<file path="src/rtl/turn_signal_monitor.sv">
// Passive checker for the 1-3-7 tail-light sweep: synchronizes and debounces the LED bus,
// tracks sweep progress per side, counts completed sweeps and flags errors. Optional WATCHDOG_EN adds a stall timer.
module turn_signal_monitor #(
  parameter int STABLE_CYCLES  = 4,
  parameter int CNT_WIDTH      = 8,
  parameter int TIMEOUT_CYCLES = 100000000
) (
  input  logic                 clk,
  input  logic                 rst,
  input  logic [2:0]           leftLED,
  input  logic [2:0]           rightLED,
  input  logic                 err_clr,
  output logic                 left_active,
  output logic                 right_active,
  output logic [CNT_WIDTH-1:0] left_cycles,
  output logic [CNT_WIDTH-1:0] right_cycles,
  output logic                 err_pulse,
  output logic [1:0]           err_code,
  output logic                 err_sticky
);

  localparam int FW = $clog2(STABLE_CYCLES + 1);

  typedef enum logic [2:0] {IDLE, L1, L3, L7, R1, R3, R7, RESYNC} state_e;

  logic [5:0]           sync1_q, sync2_q, cand_q, acc_q, acc_d;
  logic [FW-1:0]        flt_cnt_q, flt_cnt_d;
  logic                 chg_q, chg_d;
  state_e               state_q, state_d;
  logic                 err, inc_l, inc_r, legal, in_sweep, timeout;
  logic [1:0]           code_n;
  logic [CNT_WIDTH-1:0] lcnt_q, lcnt_d, rcnt_q, rcnt_d;
  logic                 la_q, ra_q, pulse_q, sticky_q;
  logic [1:0]           code_q;

  // Debounce: a pattern is accepted once STABLE_CYCLES equal synchronized samples have been seen.
  always_comb begin
    if (sync2_q != cand_q)                 flt_cnt_d = FW'(1);
    else if (flt_cnt_q < FW'(STABLE_CYCLES)) flt_cnt_d = flt_cnt_q + FW'(1);
    else                                   flt_cnt_d = flt_cnt_q;
    acc_d = (flt_cnt_d >= FW'(STABLE_CYCLES)) ? sync2_q : acc_q;
    chg_d = (acc_d != acc_q);
  end

  assign in_sweep = (state_q != IDLE) && (state_q != RESYNC);

  assign legal = (acc_q == 6'b000_000) ||
                 ((acc_q[2:0] == 3'b000) && (acc_q[5:3] inside {3'b001, 3'b011, 3'b111})) ||
                 ((acc_q[5:3] == 3'b000) && (acc_q[2:0] inside {3'b100, 3'b110, 3'b111}));

`ifdef WATCHDOG_EN
  localparam int TW = $clog2(TIMEOUT_CYCLES + 1);
  logic [TW-1:0] timer_q, timer_d;

  assign timeout = in_sweep && !chg_q && (timer_q == TW'(TIMEOUT_CYCLES - 1));
  assign timer_d = (!in_sweep || chg_q || timeout) ? '0 : timer_q + TW'(1);

  always_ff @(posedge clk or negedge rst) begin
    if (!rst) timer_q <= '0;
    else      timer_q <= timer_d;
  end
`else
  assign timeout = 1'b0;
`endif

  // NOTE: every signal driven here gets a default first so no path leaves it unassigned (no latches).
  always_comb begin
    state_d = state_q;
    err     = 1'b0;
    code_n  = 2'd0;
    inc_l   = 1'b0;
    inc_r   = 1'b0;
    if (chg_q) begin
      if (state_q == RESYNC) begin
        if (acc_q == 6'b000_000) state_d = IDLE;
      end else if (!legal) begin
        err    = 1'b1;
        code_n = 2'd1;
      end else begin
        case (state_q)
          IDLE: if (acc_q == 6'b001_000) state_d = L1;
                else if (acc_q == 6'b000_100) state_d = R1;
                else if (acc_q != 6'b000_000) begin err = 1'b1; code_n = 2'd2; end
          L1:   if (acc_q == 6'b011_000) state_d = L3;
                else if (acc_q == 6'b000_000) state_d = IDLE;
                else begin err = 1'b1; code_n = 2'd2; end
          L3:   if (acc_q == 6'b111_000) state_d = L7;
                else if (acc_q == 6'b000_000) state_d = IDLE;
                else begin err = 1'b1; code_n = 2'd2; end
          L7:   if (acc_q == 6'b000_000) begin state_d = IDLE; inc_l = 1'b1; end
                else begin err = 1'b1; code_n = 2'd2; end
          R1:   if (acc_q == 6'b000_110) state_d = R3;
                else if (acc_q == 6'b000_000) state_d = IDLE;
                else begin err = 1'b1; code_n = 2'd2; end
          R3:   if (acc_q == 6'b000_111) state_d = R7;
                else if (acc_q == 6'b000_000) state_d = IDLE;
                else begin err = 1'b1; code_n = 2'd2; end
          R7:   if (acc_q == 6'b000_000) begin state_d = IDLE; inc_r = 1'b1; end
                else begin err = 1'b1; code_n = 2'd2; end
          default: state_d = IDLE;
        endcase
      end
    end else if (timeout) begin
      err    = 1'b1;
      code_n = 2'd3;
    end
    if (err) state_d = (acc_q == 6'b000_000) ? IDLE : RESYNC;
  end

  // A clear and an increment in the same cycle leave the counter at one.
  always_comb begin
    lcnt_d = err_clr ? '0 : lcnt_q;
    rcnt_d = err_clr ? '0 : rcnt_q;
    if (inc_l && !(&lcnt_d)) lcnt_d = lcnt_d + CNT_WIDTH'(1);
    if (inc_r && !(&rcnt_d)) rcnt_d = rcnt_d + CNT_WIDTH'(1);
  end

  // NOTE: state is updated with non-blocking assignments so all flops sample pre-edge values.
  always_ff @(posedge clk or negedge rst) begin
    if (!rst) begin
      sync1_q   <= '0;
      sync2_q   <= '0;
      cand_q    <= '0;
      flt_cnt_q <= '0;
      acc_q     <= '0;
      chg_q     <= 1'b0;
      state_q   <= IDLE;
      lcnt_q    <= '0;
      rcnt_q    <= '0;
      la_q      <= 1'b0;
      ra_q      <= 1'b0;
      pulse_q   <= 1'b0;
      code_q    <= 2'd0;
      sticky_q  <= 1'b0;
    end else begin
      sync1_q   <= {leftLED, rightLED};
      sync2_q   <= sync1_q;
      cand_q    <= sync2_q;
      flt_cnt_q <= flt_cnt_d;
      acc_q     <= acc_d;
      chg_q     <= chg_d;
      state_q   <= state_d;
      lcnt_q    <= lcnt_d;
      rcnt_q    <= rcnt_d;
      la_q      <= state_d inside {L1, L3, L7};
      ra_q      <= state_d inside {R1, R3, R7};
      pulse_q   <= err;
      if (err) code_q <= code_n;
      sticky_q  <= err | (sticky_q & ~err_clr);
    end
  end

  assign left_active  = la_q;
  assign right_active = ra_q;
  assign left_cycles  = lcnt_q;
  assign right_cycles = rcnt_q;
  assign err_pulse    = pulse_q;
  assign err_code     = code_q;
  assign err_sticky   = sticky_q;

endmodule
</file>
<file path="config.mk">
export PLATFORM = sky130hd
export DESIGN_NAME = turn_signal_monitor
export DESIGN_NICKNAME = d
export VERILOG_FILES = /design/src/rtl/turn_signal_monitor.sv
export SDC_FILE = /design/constraint.sdc
export NUM_CORES = 1
export LEC_CHECK = 0
export ABC_AREA = 1
export BUFFER_PORTS_ARGS = -buffer_cell sky130_fd_sc_hd__buf_2
export CAP_MARGIN = 20
export CORE_MARGIN = 2
export CORE_UTILIZATION = 35
export CTS_CLUSTER_SIZE = 8
export DETAILED_ROUTE_END_ITERATION = 8
export GPL_TIMING_DRIVEN = 0
export PLACE_DENSITY = 0.61
export SETUP_SLACK_MARGIN = 0.4
export SYNTH_ARGS = -nofsm -noshare
export SYNTH_HDL_FRONTEND = slang
export SYNTH_SLANG_ARGS = --single-unit
</file>
<file path="constraint.sdc">
create_clock -name clk -period 1.9 [get_ports clk]
set_clock_uncertainty 0.2 [all_clocks]
set_input_delay 0.095 -clock clk [delete_from_list [all_inputs] [get_ports clk]]
set_output_delay 0.095 -clock clk [all_outputs]
set_load 0.05 [all_outputs]
</file>
==> results by group <==
Final layout
  – Area delta synth->final: 35.8%
  – Filler cells: 731
  – N_diodes: 0
  – Share of layout cells above drive strength 1: 43.8%
  – Layout Nets: 406
  – Core Util, Final: 48.6%

Logic synthesis
  – Yosys warns: 0
  – Largest family of logic cells by synthesized area: simple AND/OR/NAND/NOR gates
  – Adder and majority gate portion of the synthesized area: 1.37%
  – Compound-Gate Fraction of Synth Area: 4.37%
  – Syn Inst Count: 321
  – Mean Syn Cell Area: 8.56 um2
  – Synth Register Bits: 53
  – Simple-gate share of the synthesized area: 31.8%
  – Post-synthesis mux area share: 0.410%
  – Distinct cell type count after synthesis: 35
  – Seq/Total Area, Yosys: 48.2%
  – Net Count, Synth: 333
  – Xor-xnor portion of the synthesized cell area: 5.74%
  – Mapped Area: 2750 um2

Setup path
  – Slowest CP cell: dfrtp_2
  – Arrival @ worst endpoint: 1880 ps
  – Reg2Reg Depth: 9
  – Crit path max fanout: 10
  – Crit start category: register
  – Critical path class: register to register
  – WP data required: 1920 ps
  – Slowest cell delay on critical path: 460 ps
  – CP cell instances: nor2_4, nand3_4, buf_12, nor3_4, nand2_2, inv_2, nand2_2, nor2_2, xor2_1
  – Crit path top cell by count: nand2_2
  – Setup crit end kind: register

Clock network
  – Worst-Skew Late Latency: 310 ps
  – Root Buffer: clkbuf_8
  – Reg clk slew, reported paths: 110 ps
  – H-tree Lvls: 2
  – CTS tree: built
  – CTS buffer count: 5
  – CTS Buffer Depth: 2
  – Hold_buf cts: 7
  – Clk sink count: 53

Job
  – Max cap viols: 0

Global route
  – GR Overflow Total: 0
  – Global-route wire length before repair: 9.84 mm
  – Initial antenna violation count: 0
  – Vias in the first global route: 2189
  – Global-route usage over all layers: 14.2%
  – Largest net degree at the start of global routing: 36

Timing
  – Final setup vio count: 0
  – Fin crit period: 1860 ps
  – Fmax: 538 MHz
  – Slew margin rel.: 70.8%
  – Worst Max-Slew Pin Slew: 438 ps
  – Period utilization: 97.9%
  – Final hold violations: 1
  – RSZ-0062 raised after global routing: yes
  – Hold_ws: -87.0 ps
  – Fin. max-slew vios: 0

Floorplanning
  – Die area: 8580 um2
  – CORE AREA: 7690 um2
  – # IOs: 31
  – Die Y-Extent: 92.6 um
  – Die Wd: 92.6 um
  – Initial core utilization: 35.8%
  – Cell row count: 32

Place
  – Post-DP HPWL: 3.88 mm
  – GP Congestion: 0.820
  – Buffers added on ports: 30

Route
  – Total Routed Length: 5.72 mm
  – Vias/cell: 4.66
  – Vias: 2317
  – Starting DRT DRC Count: 143
  – Detail Route Antenna Nets: 0
  – Detailed-route DRC error count: 0
  – Routed len/inst: 11.5 um
  – TritonRoute pass-1 iters: 4

Min path
  – Hold Crit Depth: 3
  – Hold crit path type: primary input to register

Power
  – Tot Pwr: 2160 uW
  – Pwr per Cell Area: 579 nW/um2
  – Leakage Power: 0.00186 uW
  – VDD IR max: 0.383 mV

Status
  – Outcome: complete, but fails checks
  – Failing checks: negative hold slack
[cell usage after synthesis, drive strengths merged]
cell / instances / area [um2]
a21oi: 6 / 33.8
a22o: 1 / 8.76
buf: 5 / 33.8
dfrtp: 53 / 1330
ha: 3 / 37.5
inv: 50 / 188
mux2: 1 / 11.3
nand2: 75 / 318
nand3: 30 / 183
nand3b: 1 / 7.51
nand4: 9 / 56.3
nor2: 41 / 201
nor3: 9 / 76.3
nor3b: 1 / 7.51
nor4: 1 / 6.26
o211ai: 3 / 22.5
o21ai: 11 / 55.1
or2: 3 / 18.8
xnor2: 4 / 35.0
xor2: 14 / 123
[cell type report]
type | instances | area [um2] | area share [%]
multi-input combinational | 213 | 1450 | 38.9
sequential | 53 | 1350 | 36.1
timing repair buffer | 66 | 465 | 12.5
inverter | 50 | 191 | 5.13
tap | 102 | 128 | 3.42
clock buffer | 5 | 68.8 | 1.84
buffer | 5 | 55.1 | 1.47
clock inverter | 3 | 25.0 | 0.670
[cells in the final DEF, fill, tap and decap left out, drive strengths merged]
cell,count
ha,3
nand3,30
o21ai,11
o211ai,3
dfrtp,53
nand2,75
nor4,1
a22o,1
mux2,1
xor2,14
clkinvlp,2
nor3b,1
nand4,9
a21oi,6
nand3b,1
inv,51
xnor2,4
nor2,41
buf,64
or2,3
dlygate4sd3,7
nor3,9
clkbuf,5
[per-layer routing]
metal | track usage (%) | up-vias | part of all wire (%)
li1 | - | 1161 | -
met1 | 18.8 | 1102 | 46
met2 | 23.8 | 50 | 49
met3 | 2.28 | 4 | 3.5
met4 | 4.90 | 0 | 1.1
met5 | 0 | - | 0
[state kept, by name, indices dropped and copies added (netlist names), 2 cells and up]
name / count
acc_q: 6
cand_q: 6
err_code: 2
flt_cnt_q: 3
left_cycles: 8
right_cycles: 8
state_q: 3
sync1_q: 6
sync2_q: 6
[what timing repair did]
action,4_1_cts,5_1_grt
endpoints found under the setup margin,33,34
gates resized for setup,23,41
buffers inserted,20,8
gates cloned,0,0
endpoints found under the hold margin,61,2
pin swaps,6,16
[final timing paths]
path                                    to       start  slack [ps]
max                        right_cycles[5]    acc_q[0]          40
max reg2reg                right_cycles[5]    acc_q[0]          40
max in group asynchronous   left_cycles[2]         rst         900
min in group asynchronous     flt_cnt_q[2]         rst          50
min                        right_cycles[3]     err_clr         -90
min reg2reg                     sync2_q[5]  sync1_q[5]         160
[per-stage QoR]
| stage | area, um2 | worst slack (ps) | instances | hold slack (ps) | setup TNS [ps] |
|---|---|---|---|---|---|
| floorplan | 2840 | 40.4 | 321 | -401 | 0 |
| global route | 3730 | -90.0 | 497 | -86.7 | -387 |
| CTS | 3520 | 34.3 | 489 | -84.4 | 0 |
| finish | 3730 | 39.6 | 497 | -87.0 | 0 |
| detailed placement | 3130 | -103 | 454 | -126 | -295 |
| global placement | 3110 | -97.3 | 453 | 2.91 | -279 |
[critical path, delay by kind of cell, from the launching register on]
family	cells	cell delay, ps
xor gates and xnor gates	1	180
DFF	1	460
and+or+nand+nor	6	690
buffers and inverters	2	250
[where the power goes]
part	total, uW	leakage (uW)	internal [uW]	switching [uW]
registers	1180	0.000666	1160	21.4
clock network	673	0.0000452	270	404
logic	308	0.00115	123	185
total	2160	0.00186	1550	610
[kinds of logic after synthesis]
logic type / count (synthesis)
compound gates: 21
xor+xnor: 18
fa+ha+maj: 3
buf+inv: 55
flops: 53
mux: 1
simple gates: 170
No activity file was read; power rests on OpenSTA's default activity.
